### src/rtl/apple_1_pia.sv
// Apple-1 keyboard/display PIA at BASE_ADDR..BASE_ADDR+3: CPU bus responder with
// a keyboard FIFO stream in and a single-character display stream out.
module apple_1_pia #(
    parameter logic [15:0] BASE_ADDR = 16'hD010,
    parameter int unsigned KBD_DEPTH = 4
) (
    input  logic        clk,
    input  logic        reset,
    input  logic [15:0] AB,
    input  logic [7:0]  DO,
    input  logic        WE,
    input  logic        RDY,
    output logic [7:0]  DI,
    output logic        sel,
    input  logic        kbd_valid,
    input  logic [6:0]  kbd_data,
    output logic        kbd_ready,
    output logic        dsp_valid,
    output logic [6:0]  dsp_data,
    input  logic        dsp_ready
);

    localparam int unsigned PTR_W = $clog2(KBD_DEPTH);
    localparam int unsigned CNT_W = PTR_W + 1;

    logic [6:0]       fifo_q [KBD_DEPTH];
    logic [6:0]       fifo_d [KBD_DEPTH];
    logic [PTR_W-1:0] wr_ptr_q, wr_ptr_d;
    logic [PTR_W-1:0] rd_ptr_q, rd_ptr_d;
    logic [CNT_W-1:0] count_q, count_d;
    logic             ovf_q, ovf_d;
    logic             busy_q, busy_d;
    logic [6:0]       last_dsp_q, last_dsp_d;
    logic [7:0]       di_q, di_d;
    logic             sel_q, sel_d;

    logic       hit, rd, wr, empty, full, push, pop, dsp_done;
    logic [1:0] off;
    logic [7:0] rdata;
    logic       unused_do7;

    assign unused_do7 = DO[7];

    assign hit   = (AB[15:2] == BASE_ADDR[15:2]) && RDY;
    assign rd    = hit && !WE;
    assign wr    = hit && WE;
    assign off   = AB[1:0];
    assign empty = (count_q == '0);
    assign full  = (count_q == CNT_W'(KBD_DEPTH));

    assign kbd_ready = !full && !reset;
    assign push      = kbd_valid && kbd_ready;
    // A KBD read only pops what was already queued before this edge.
    assign pop       = rd && (off == 2'd0) && !empty;
    assign dsp_done  = busy_q && dsp_ready;

    // Register read mux
    always_comb begin
        rdata = 8'h00;
        case (off)
            2'd0:    rdata = empty ? 8'h80 : {1'b1, fifo_q[rd_ptr_q]};
            2'd1:    rdata = {!empty, ovf_q, 6'b0};
            2'd2:    rdata = {busy_q, last_dsp_q};
            default: rdata = 8'h00;
        endcase
    end

    // Next-state for FIFO, flags, display and read path
    always_comb begin
        fifo_d     = fifo_q;
        wr_ptr_d   = wr_ptr_q;
        rd_ptr_d   = rd_ptr_q;
        count_d    = count_q;
        ovf_d      = ovf_q;
        busy_d     = busy_q;
        last_dsp_d = last_dsp_q;
        di_d       = rd ? rdata : 8'h00;
        sel_d      = rd;

        if (push) begin
            fifo_d[wr_ptr_q] = kbd_data;
            wr_ptr_d         = wr_ptr_q + PTR_W'(1);
        end
        if (pop) begin
            rd_ptr_d = rd_ptr_q + PTR_W'(1);
        end
        count_d = count_q + CNT_W'(push) - CNT_W'(pop);

        // Overflow set wins over a same-cycle clear so no drop goes unreported.
        if (wr && (off == 2'd1) && DO[6]) begin
            ovf_d = 1'b0;
        end
        if (kbd_valid && full) begin
            ovf_d = 1'b1;
        end

        // busy is sampled before the handshake clears it, so a racing write drops.
        if (wr && (off == 2'd2) && !busy_q) begin
            busy_d     = 1'b1;
            last_dsp_d = DO[6:0];
        end else if (dsp_done) begin
            busy_d = 1'b0;
        end
    end

    always_ff @(posedge clk) begin
        if (reset) begin
            wr_ptr_q   <= '0;
            rd_ptr_q   <= '0;
            count_q    <= '0;
            ovf_q      <= 1'b0;
            busy_q     <= 1'b0;
            last_dsp_q <= 7'h00;
            di_q       <= 8'h00;
            sel_q      <= 1'b0;
        end else begin
            wr_ptr_q   <= wr_ptr_d;
            rd_ptr_q   <= rd_ptr_d;
            count_q    <= count_d;
            ovf_q      <= ovf_d;
            busy_q     <= busy_d;
            last_dsp_q <= last_dsp_d;
            di_q       <= di_d;
            sel_q      <= sel_d;
        end
    end

    // Storage needs no reset; validity is tracked by count_q.
    always_ff @(posedge clk) begin
        fifo_q <= fifo_d;
    end

    assign DI        = di_q;
    assign sel       = sel_q;
    assign dsp_valid = busy_q;
    assign dsp_data  = last_dsp_q;

endmodule

### config.mk
export PLATFORM = sky130hd
export DESIGN_NAME = apple_1_pia
export DESIGN_NICKNAME = d
export VERILOG_FILES = /design/src/rtl/apple_1_pia.sv
export SDC_FILE = /design/constraint.sdc
export NUM_CORES = 1
export LEC_CHECK = 0
export BUFFER_PORTS_ARGS = -buffer_cell sky130_fd_sc_hd__buf_2
export CAP_MARGIN = 0
export CORE_MARGIN = 1
export CORE_UTILIZATION = 45
export DETAILED_ROUTE_END_ITERATION = 6
export PLACE_DENSITY = 0.72
export SYNTH_ARGS = -nofsm -noshare
export SYNTH_HDL_FRONTEND = slang
export SYNTH_SLANG_ARGS = --single-unit
### constraint.sdc
create_clock -name clk -period 2.2 [get_ports clk]
set_input_delay 0.33 -clock clk [delete_from_list [all_inputs] [get_ports clk]]
set_output_delay 0.33 -clock clk [all_outputs]
set_load 0.01 [all_outputs]
* Yosys cells after proc, flatten, opt, wreduce, memory -nomap -nowiden
Index checks and enable logic that the tools add are counted.
Word-level totals: output and inout port bits 18, input port bits 37, register bits after elaboration 53
Cells by class: reductions and logical operators 24, magnitude comparators 3, equal/unequal tests 4, add/subtract/negate cells 4, multiplexer cells 12, bitwise gates (word level) 3
Operators with widths (count):
- 28-bit bitwise mux | 1
- 7-bit two-way mux | 4
- 8-bit case mux with 3 select lines | 1
- 7-bit binary-select mux with 2-bit select | 1
- 7-bit demux with 2-bit select | 1
- 14-bit equality test (second input constant) | 1
- 1-bit logical AND | 14
- 3-bit >= comparator (second input constant) | 2
- 2-bit inverter with 3-bit output | 2
- 1-bit zero test | 5
- 2-bit by 1-bit adder with 2-bit output (second input constant) | 2
- 1-bit two-way mux | 4
- 2-bit nonzero test | 2
- 3-bit by 1-bit adder with 3-bit output | 1
- 3-bit equality test (second input constant) | 1
- 3-bit zero test | 1
- 3-bit by 1-bit less-than comparator with 1-bit output (second input constant) | 1
- 3-bit by 1-bit subtractor with 3-bit output | 1
- 2-bit by 1-bit equality test with 1-bit output (second input constant) | 1
- 2-bit equality test (second input constant) | 1
- 2-bit zero test | 1
- 2-bit OR reduction | 1
- 1-bit inverter | 1

* Logic depth before layout (Yosys ltp)
Gate-level depths: netlist (run 1).
depth after elaboration 7, depth in mapped cells 10, mapped depth without buffers 10

* Worst setup path after synthesis (run 1)
OpenSTA, ideal clock, no wires.
kind input to register, start point input port AB[6], end point register count_q[2], arrival 2.145 ns, required time 2.073 ns, setup slack -0.072 ns, stages 10, cells stage by stage nor4_1 nand4_1 nor3_1 ha_1 inv_1 ha_1 fa_1 xnor2_1 xnor2_1 nor2_1
Between the ends: longest elaborated chain between the ends 6
RTL lines:
- start, declared | line 9 | input logic [15:0] AB,
- 14-bit equality test | line 44 | assign hit = (AB[15:2] == BASE_ADDR[15:2]) && RDY;
- 1-bit logical AND | line 44
- 1-bit logical AND | line 45 | assign rd = hit && !WE;
- 1-bit logical AND (2 in series) | line 54 | assign pop = rd && (off == 2'd0) && !empty;
- via pop | line 37 | logic hit, rd, wr, empty, full, push, pop, dsp_done;
- 3-bit by 1-bit subtractor with 3-bit output | line 87 | count_d = count_q + CNT_W'(push) - CNT_W'(pop);
- end signal, assigned | line 119 | count_q <= count_d;
- end, declared | line 30 | logic [CNT_W-1:0] count_q, count_d;
The timed path passes the listed nets, and every way through them passes these cells. A chain may end at the register's enable or synchronous reset.

* Worst setup path in the final report (run 1)
start point register count_q[2], end point register count_q[2]
Between the ends: longest elaborated chain between the ends 6
RTL lines:
- 3-bit equality test | line 49 | assign full = (count_q == CNT_W'(KBD_DEPTH));
- 1-bit zero test | line 51 | assign kbd_ready = !full && !reset;
- 1-bit logical AND | line 51
- 1-bit logical AND | line 52 | assign push = kbd_valid && kbd_ready;
- 3-bit by 1-bit adder with 3-bit output | line 87
- 3-bit by 1-bit subtractor with 3-bit output * | line 87
Mark *: on every way between the ends. The rest lies on a longest branch, timed or not.

==> summary.txt, run 1 <==
Worst hold path
  – Worst hold stages: 1
  – Worst min path class: primary input to flip-flop
  – Worst Hold Endpoint: fifo_q[15]
  – Hold_sp: kbd_data[1]

Setup path
  – Worst EP required: 2.39 ns
  – Worst r2r src: count_q[2]
  – FF-to-FF End: count_q[2]
  – Critical path, cell by cell: nor3b_1 -> nor3b_2 -> inv_1 -> ha_1 -> inv_1 -> ha_2 -> fa_2 -> xnor2_2 -> xnor2_1 -> nor2_1
  – Crit Path Class: flip-flop to flip-flop
  – R2R depth: 10
  – Most frequent CP cell: inv_1
  – Crit path capture type: flip-flop
  – Slowest cell on crit path: fa_2
  – CP Launch Type: flip-flop
  – Largest stage delay on the critical path: 0.37 ns
  – Worst endpoint data arrival time: 2.33 ns
  – CP max FO: 3
  – Worst R2R Setup Slack: 0.06 ns

Synth
  – Async SR Flop Fraction: 0%
  – Sequential share of the synthesized area: 58.61%
  – Synth Net Count: 215
  – Synth top area share: 36.74%
  – Synth Area in XOR/XNOR: 1.148%
  – Synth cell types: 37
  – Post-synthesis register bit count: 53
  – Cell with the most instances after synthesis: edfxtp_1
  – Yosys warns: 0
  – Post-synth EDFFs: 28
  – Simple-gate portion of the synthesized area: 17.88%
  – Compound-gate portion of the synthesized area: 5.139%
  – Syn avg cell area: 13.38 um2
  – Main combinational cell family by area after synthesis: simple AND/OR/NAND/NOR gates
  – Post-Synth Adder-Cell Area: 4.155%
  – Synth Instances: 171
  – Mapped cell area: 0.002288 mm2
  – Most area-consuming cells after synthesis: edfxtp_1 (37%), dfxtp_1 (22%), mux4_2 (6.9%)
  – Synth Flop Type: edfxtp_1
  – Post-synth top cells: edfxtp_1 (28), dfxtp_1 (25), nor2_1 (11), or2b_2 (11), inv_1 (9)
  – Post-synthesis mux area share: 9.951%
  – Synth area leader: edfxtp_1

Routing
  – WL final: 4.196 mm
  – Mean routed wirelength per cell: 13.71 um
  – Total number of vias: 1491
  – Initial drt markers: 50
  – DR vias/cell: 4.873
  – DRT Pass-1 Iters: 4
  – Antenna-violating nets left: 0
  – Post-route DRC violation count: 0

Global routing
  – Pin count of the biggest net entering global routing: 27
  – First-pass GRT wire length: 6.741 mm
  – Vias in the first global route: 1469
  – Tot GR Track Use: 16.95%
  – Initial antenna violation count: 0
  – Gr ovfl total: 0

Floorplanning
  – Starting Density: 47.51%
  – DIE AREA: 0.005374 mm2
  – Vert. Die Dim: 73.31 um
  – Core area: 0.004817 mm2
  – Die span in x: 73.31 um
  – Cell Rows: 25
  – Io pins: 55

STA
  – Period utilization: 97.42%
  – Final hold slack: 0.2475 ns
  – Min cycle time layout: 2.143 ns
  – Slew margin rel.: 74.70%
  – F_max: 466.6 MHz
  – Final hold violations: 0
  – Setup Viol. Count Final: 0
  – Setup TNS: 0 ns
  – Clk_skew: 0.006595 ns
  – Worst-margin pin slew: 0.3795 ns
  – Pins Over Slew Limit: 0

Final layout
  – Fraction of layout cells with a size suffix above 1: 45.61%
  – Sequential cell area: 0.001348 mm2
  – Nets: 282
  – Fill cell total of the finished layout: 435
  – Layout area overhead: 23.56%
  – Multi-input logic area: 909.6 um2
  – N_diodes: 0
  – Final Instance Count excl. Fillers: 306

Clock tree
  – CTS sink cnt: 53
  – Longest Clk Path Bufs: 2
  – Number of CTS-inserted buffers: 5
  – Clock root cell: clkbuf_8
  – CTS Hold Buffers Added: 0
  – Clk slew on worst S/H paths: 0.09 ns
  – Clock latency on the worst-skew pair: 0.30 ns
  – CTS HTree Levels: 2
  – CTS tree: done

Run status
  – Status: finished, final reports clean

Flow run
  – Max-cap violations: 0

Placed design
  – Routability Congestion: 0.7069
  – DP HPWL: 3.158 mm
  – IO Port Bufs: 53
  – Placed Instances: 296

Power
  – Leak pwr: 1.102 nW
  – Worst vdd ir: 0.5355 mV
  – Pwr per Cell Area: 622.9 mW/mm2
==> layer usage <==
layer,GRT usage [%],vias to the layer above,part of all wire (%)
li1,-,751,-
met1,23.16,698,48
met2,25.93,38,47
met3,4.390,4,4.8
met4,6.838,0,1.0
met5,0,-,0
==> registers in the layout (all words and copies together), names as in the netlist <==
name       cells
DI             8
fifo_q        28
rd_ptr_q       2
dsp_valid      1
dsp_data       7
count_q        3
sel            1
wr_ptr_q       2
ovf_q          1
==> kinds of logic after synthesis <==
family,after synthesis
xor+xnor,3
fa+ha+maj,7
simple gates,60
compound gates,18
buf+inv,16
flops,53
mux,14
==> worst max path at each step <==
stage | slack (ns) | endpoint | from
floorplan | 0.006 | count_q[2] | AB[3]
global placement | -0.12 | count_q[2] | AB[6]
detailed placement | -0.17 | count_q[2] | AB[3]
CTS | 0.04 | count_q[2] | count_q[2]
global route | -0.03 | count_q[2] | count_q[2]
finish | 0.06 | count_q[2] | count_q[2]
==> cell usage in the layout (no fill, tap or decap), drive strengths merged <==
| master | netlist | final |
|---|---|---|
| o31ai | 3 | 3 |
| clkbuf | 5 | 5 |
| nand3 | 1 | 1 |
| nor4 | 3 | 3 |
| mux4 | 7 | 7 |
| mux2i | 7 | 7 |
| or2b | 12 | 12 |
| inv | 9 | 10 |
| nand2 | 6 | 6 |
| nand2b | 2 | 2 |
| nand4 | 3 | 3 |
| clkinv | 0 | 2 |
| xnor2 | 3 | 3 |
| buf | 2 | 67 |
| dfxtp | 25 | 25 |
| or4 | 2 | 2 |
| nor3b | 2 | 2 |
| ha | 6 | 6 |
| or3b | 1 | 1 |
| o21ai | 1 | 1 |
| fa | 1 | 1 |
| and2 | 4 | 4 |
| a22oi | 6 | 6 |
| nor3 | 3 | 3 |
| and4b | 1 | 1 |
| o21ba | 1 | 1 |
| nor2b | 5 | 5 |
| edfxtp | 28 | 28 |
| nor2 | 11 | 11 |
| or3 | 2 | 2 |
| or2 | 1 | 1 |
| a21oi | 7 | 7 |
| and3 | 1 | 1 |
==> area by class of cell <==
type / instances / share of cell area [%]
repair buffers: 67 / 13.10
inverters: 9 / 1.195
flip-flops and latches: 53 / 47.65
multi-input cells: 102 / 32.17
clock buffers: 5 / 2.434
clock inverters: 3 / 0.4867
well taps: 67 / 2.965
==> through the flow <==
step	area [um2]	setup slack (ns)	utilization (%)	total power, W
2_1_floorplan	2300	0.006134	-	0.001187
3_3_place_gp	2701	-0.1226	56.08	0.001261
3_5_place_dp	2701	-0.1651	56.08	0.001266
4_1_cts	2789	0.03964	57.90	0.001764
5_1_grt	2828	-0.03387	58.70	0.001849
6_report	2828	0.05673	58.70	0.001761
==> report_power, final <==
| part | total, W | switching (W) | internal (W) |
|---|---|---|---|
| sequential | 0.00108 | 0.0000121 | 0.00107 |
| clock | 0.000508 | 0.000292 | 0.000216 |
| combinational | 0.000174 | 0.0000863 | 0.0000878 |
==> what timing repair did <==
| action | 4_1_cts | 5_1_grt |
|---|---|---|
| resized for setup | 1 | 8 |
| endpoints found under the setup margin | 1 | 1 |
| pin swaps | 0 | 4 |
| setup buffers | 0 | 2 |
| gates cloned | 0 | 0 |
==> worst max-delay path: cells and delay by family (launching register included) <==
kind / cells / cell delay, ns
fa+ha+maj: 3 / 0.82
flops: 1 / 0.35
simple gates: 3 / 0.45
buf+inv: 2 / 0.13
xor+xnor: 2 / 0.29
Power figures use the tool's default switching activity.
==> inputs of run 2 (changes only) <==
ABC_AREA = 1   (was default)
GPL_TIMING_DRIVEN = 0   (was default)
PLACE_DENSITY = 0.71   (was 0.72)
==> run 2 against run 1 <==
Core utilization is 1.1 points lower. Clock skew hardly changed. Design area decreased by 0.62%. Combinational power shrank 17%. Largest cell class unchanged.
==> summary.txt, run 2 <==
Floorplanning
  – Cell Rows: 25
  – Io pins: 55
  – DIE AREA: 0.005509 mm2
  – Starting Density: 48.10%
  – Die span in x: 74.22 um
  – Core area: 0.004880 mm2
  – Vert. Die Dim: 74.22 um

Placed design
  – IO Port Bufs: 52
  – Routability Congestion: 0.7590
  – DP HPWL: 3.338 mm
  – Placed Instances: 374

Clock tree
  – Number of CTS-inserted buffers: 5
  – CTS tree: done
  – Clock latency on the worst-skew pair: 0.32 ns
  – CTS HTree Levels: 2
  – CTS Hold Buffers Added: 0
  – Clock root cell: clkbuf_8
  – Clk slew on worst S/H paths: 0.10 ns
  – CTS sink cnt: 53
  – Longest Clk Path Bufs: 2

Global routing
  – First-pass GRT wire length: 7.238 mm
  – Tot GR Track Use: 18.02%
  – Initial antenna violation count: 0
  – Gr ovfl total: 0
  – Vias in the first global route: 1647
  – Pin count of the biggest net entering global routing: 19

Synth
  – Synth area leader: edfxtp_1
  – Synth cell types: 28
  – Post-synth top cells: nor2_1 (67), nand2_1 (34), edfxtp_1 (28), inv_1 (28), dfxtp_1 (25)
  – Post-Synth Adder-Cell Area: 4.051%
  – Yosys warns: 0
  – Synth Instances: 255
  – Simple-gate portion of the synthesized area: 22.28%
  – Synth Net Count: 299
  – Synth Area in XOR/XNOR: 0%
  – Synth Flop Type: edfxtp_1
  – Post-synth EDFFs: 28
  – Most area-consuming cells after synthesis: edfxtp_1 (36%), dfxtp_1 (21%), nor2_1 (11%)
  – Compound-gate portion of the synthesized area: 9.915%
  – Main combinational cell family by area after synthesis: simple AND/OR/NAND/NOR gates
  – Syn avg cell area: 9.205 um2
  – Async SR Flop Fraction: 0%
  – Sequential share of the synthesized area: 57.14%
  – Cell with the most instances after synthesis: nor2_1
  – Post-synthesis mux area share: 0%
  – Synth top area share: 35.82%
  – Mapped cell area: 0.002347 mm2
  – Post-synthesis register bit count: 53

Routing
  – Mean routed wirelength per cell: 12.22 um
  – DR vias/cell: 4.792
  – DRT Pass-1 Iters: 4
  – Initial drt markers: 73
  – Post-route DRC violation count: 0
  – Total number of vias: 1840
  – WL final: 4.694 mm
  – Antenna-violating nets left: 0

Final layout
  – Final Instance Count excl. Fillers: 384
  – Layout area overhead: 19.72%
  – Reg with most FFs: fifo_q
  – Final Util: 57.59%
  – Commonest non-fill, non-tap cell in the layout: nor2_1
  – Fill cell total of the finished layout: 436
  – Nets: 360
  – Most frequent cells in the layout: nor2_1 (67), buf_2 (56), nand2_1 (33)
  – Max reg flops: 28
  – N_diodes: 0
  – Fraction of layout cells with a size suffix above 1: 26.81%

Setup path
  – Worst r2r src: count_q[0]
  – Worst endpoint data arrival time: 2.31 ns
  – Worst R2R Setup Slack: 0.14 ns
  – Slowest cell on crit path: fa_1
  – Largest stage delay on the critical path: 0.38 ns
  – CP Launch Type: flip-flop
  – R2R depth: 10
  – CP max FO: 10
  – Worst EP required: 2.45 ns
  – Crit path capture type: flip-flop
  – Crit Path Class: flip-flop to flip-flop
  – Critical path, cell by cell: nor2_1 -> a21oi_4 -> nand2_1 -> inv_1 -> ha_1 -> inv_1 -> ha_1 -> fa_1 -> and3_1 -> nor3_2
  – FF-to-FF End: count_q[2]

Flow run
  – Max-cap violations: 0

STA
  – Pins Over Slew Limit: 0
  – Slew margin rel.: 53.02%
  – Min cycle time layout: 2.056 ns
  – Setup Viol. Count Final: 0
  – Final hold violations: 0
  – Period utilization: 93.47%
  – Clk_skew: 0.006489 ns
  – F_max: 486.3 MHz
  – Worst-margin pin slew: 0.7021 ns
  – RSZ-0062 raised after global routing: false

Worst hold path
  – Hold_sp: kbd_data[5]
  – Worst hold stages: 1
  – Worst Hold Endpoint: fifo_q[5]
  – Worst min path class: primary input to flip-flop

Power
  – Leak pwr: 1.234 nW
  – Pwr per Cell Area: 636.2 mW/mm2
  – Worst vdd ir: 0.4225 mV

Run status
  – Status: finished, final reports clean
run 2: kinds of logic after synthesis:
family | after synthesis
buffers and inverters | 37
AOI/OAI and AO/OA | 40
and+or+nand+nor | 118
DFF | 53
adders and majority gates | 7
run 2: power by group:
part	switching [W]	leakage (nW)	internal, W
Sequential	0.00000902	0.457	0.00106
Combinational	0.0000879	0.735	0.0000565
Clock	0.000341	0.0423	0.000232
run 2: critical path: cells and delay by family, from the launching register on:
family	cells	cell delay [ns]
compound gates	1	0.15
fa+ha+maj	3	0.82
buf+inv	2	0.08
flops	1	0.35
simple gates	4	0.62
run 2: how the worst max path moves through the flow:
| stage | cells after the start | endpoint | from |
|---|---|---|---|
| detailed placement | 14 | count_q[2] | AB[9] |
| finish | 10 | count_q[2] | count_q[0] |
| floorplan | 11 | count_q[2] | count_q[1] |
| global placement | 14 | count_q[2] | AB[11] |
| global route | 11 | count_q[2] | count_q[1] |
| CTS | 11 | count_q[2] | count_q[1] |
run 2: timing repair:
action | CTS | global route
gates resized for setup | 0 | 3
setup endpoints to repair | 0 | 2
buffers inserted | 0 | 2
run 2: layout make-up:
type	instances	area (um2)	share of cell area (%)
buffer	6	38.79	1.380
sequential	53	1343	47.77
tap	67	83.83	2.983
multi-input combinational	165	858.3	30.54
timing repair buffer	54	275.3	9.795
clock inverter	3	26.28	0.9350
clock buffer	5	68.82	2.449
inverter	31	116.4	4.141
run 2: per-stage QoR:
step           cell area (um2)  power [W]  hold WS [ns]  setup slack (ns)  TNS [ns]
3_5_place_dp              2691   0.001232        0.4727          -0.06445  -0.09141
2_1_floorplan             2347   0.001169        0.4123           0.08594         0
6_report                  2810   0.001788        0.2223            0.1436         0
5_1_grt                   2810   0.001863        0.2203           0.01052         0
4_1_cts                   2786   0.001789        0.2190           0.06400         0
3_3_place_gp              2691   0.001227        0.4698          -0.03797  -0.03797
run 2: routing by layer:
layer  up-vias  routed length, um  GRT usage [%]
met1       828               2216          22.29
met3         4                259          4.201
met2        57               2162          30.00
met4         0                 56          8.386
met5         -                  0              0
li1        951                  -              -
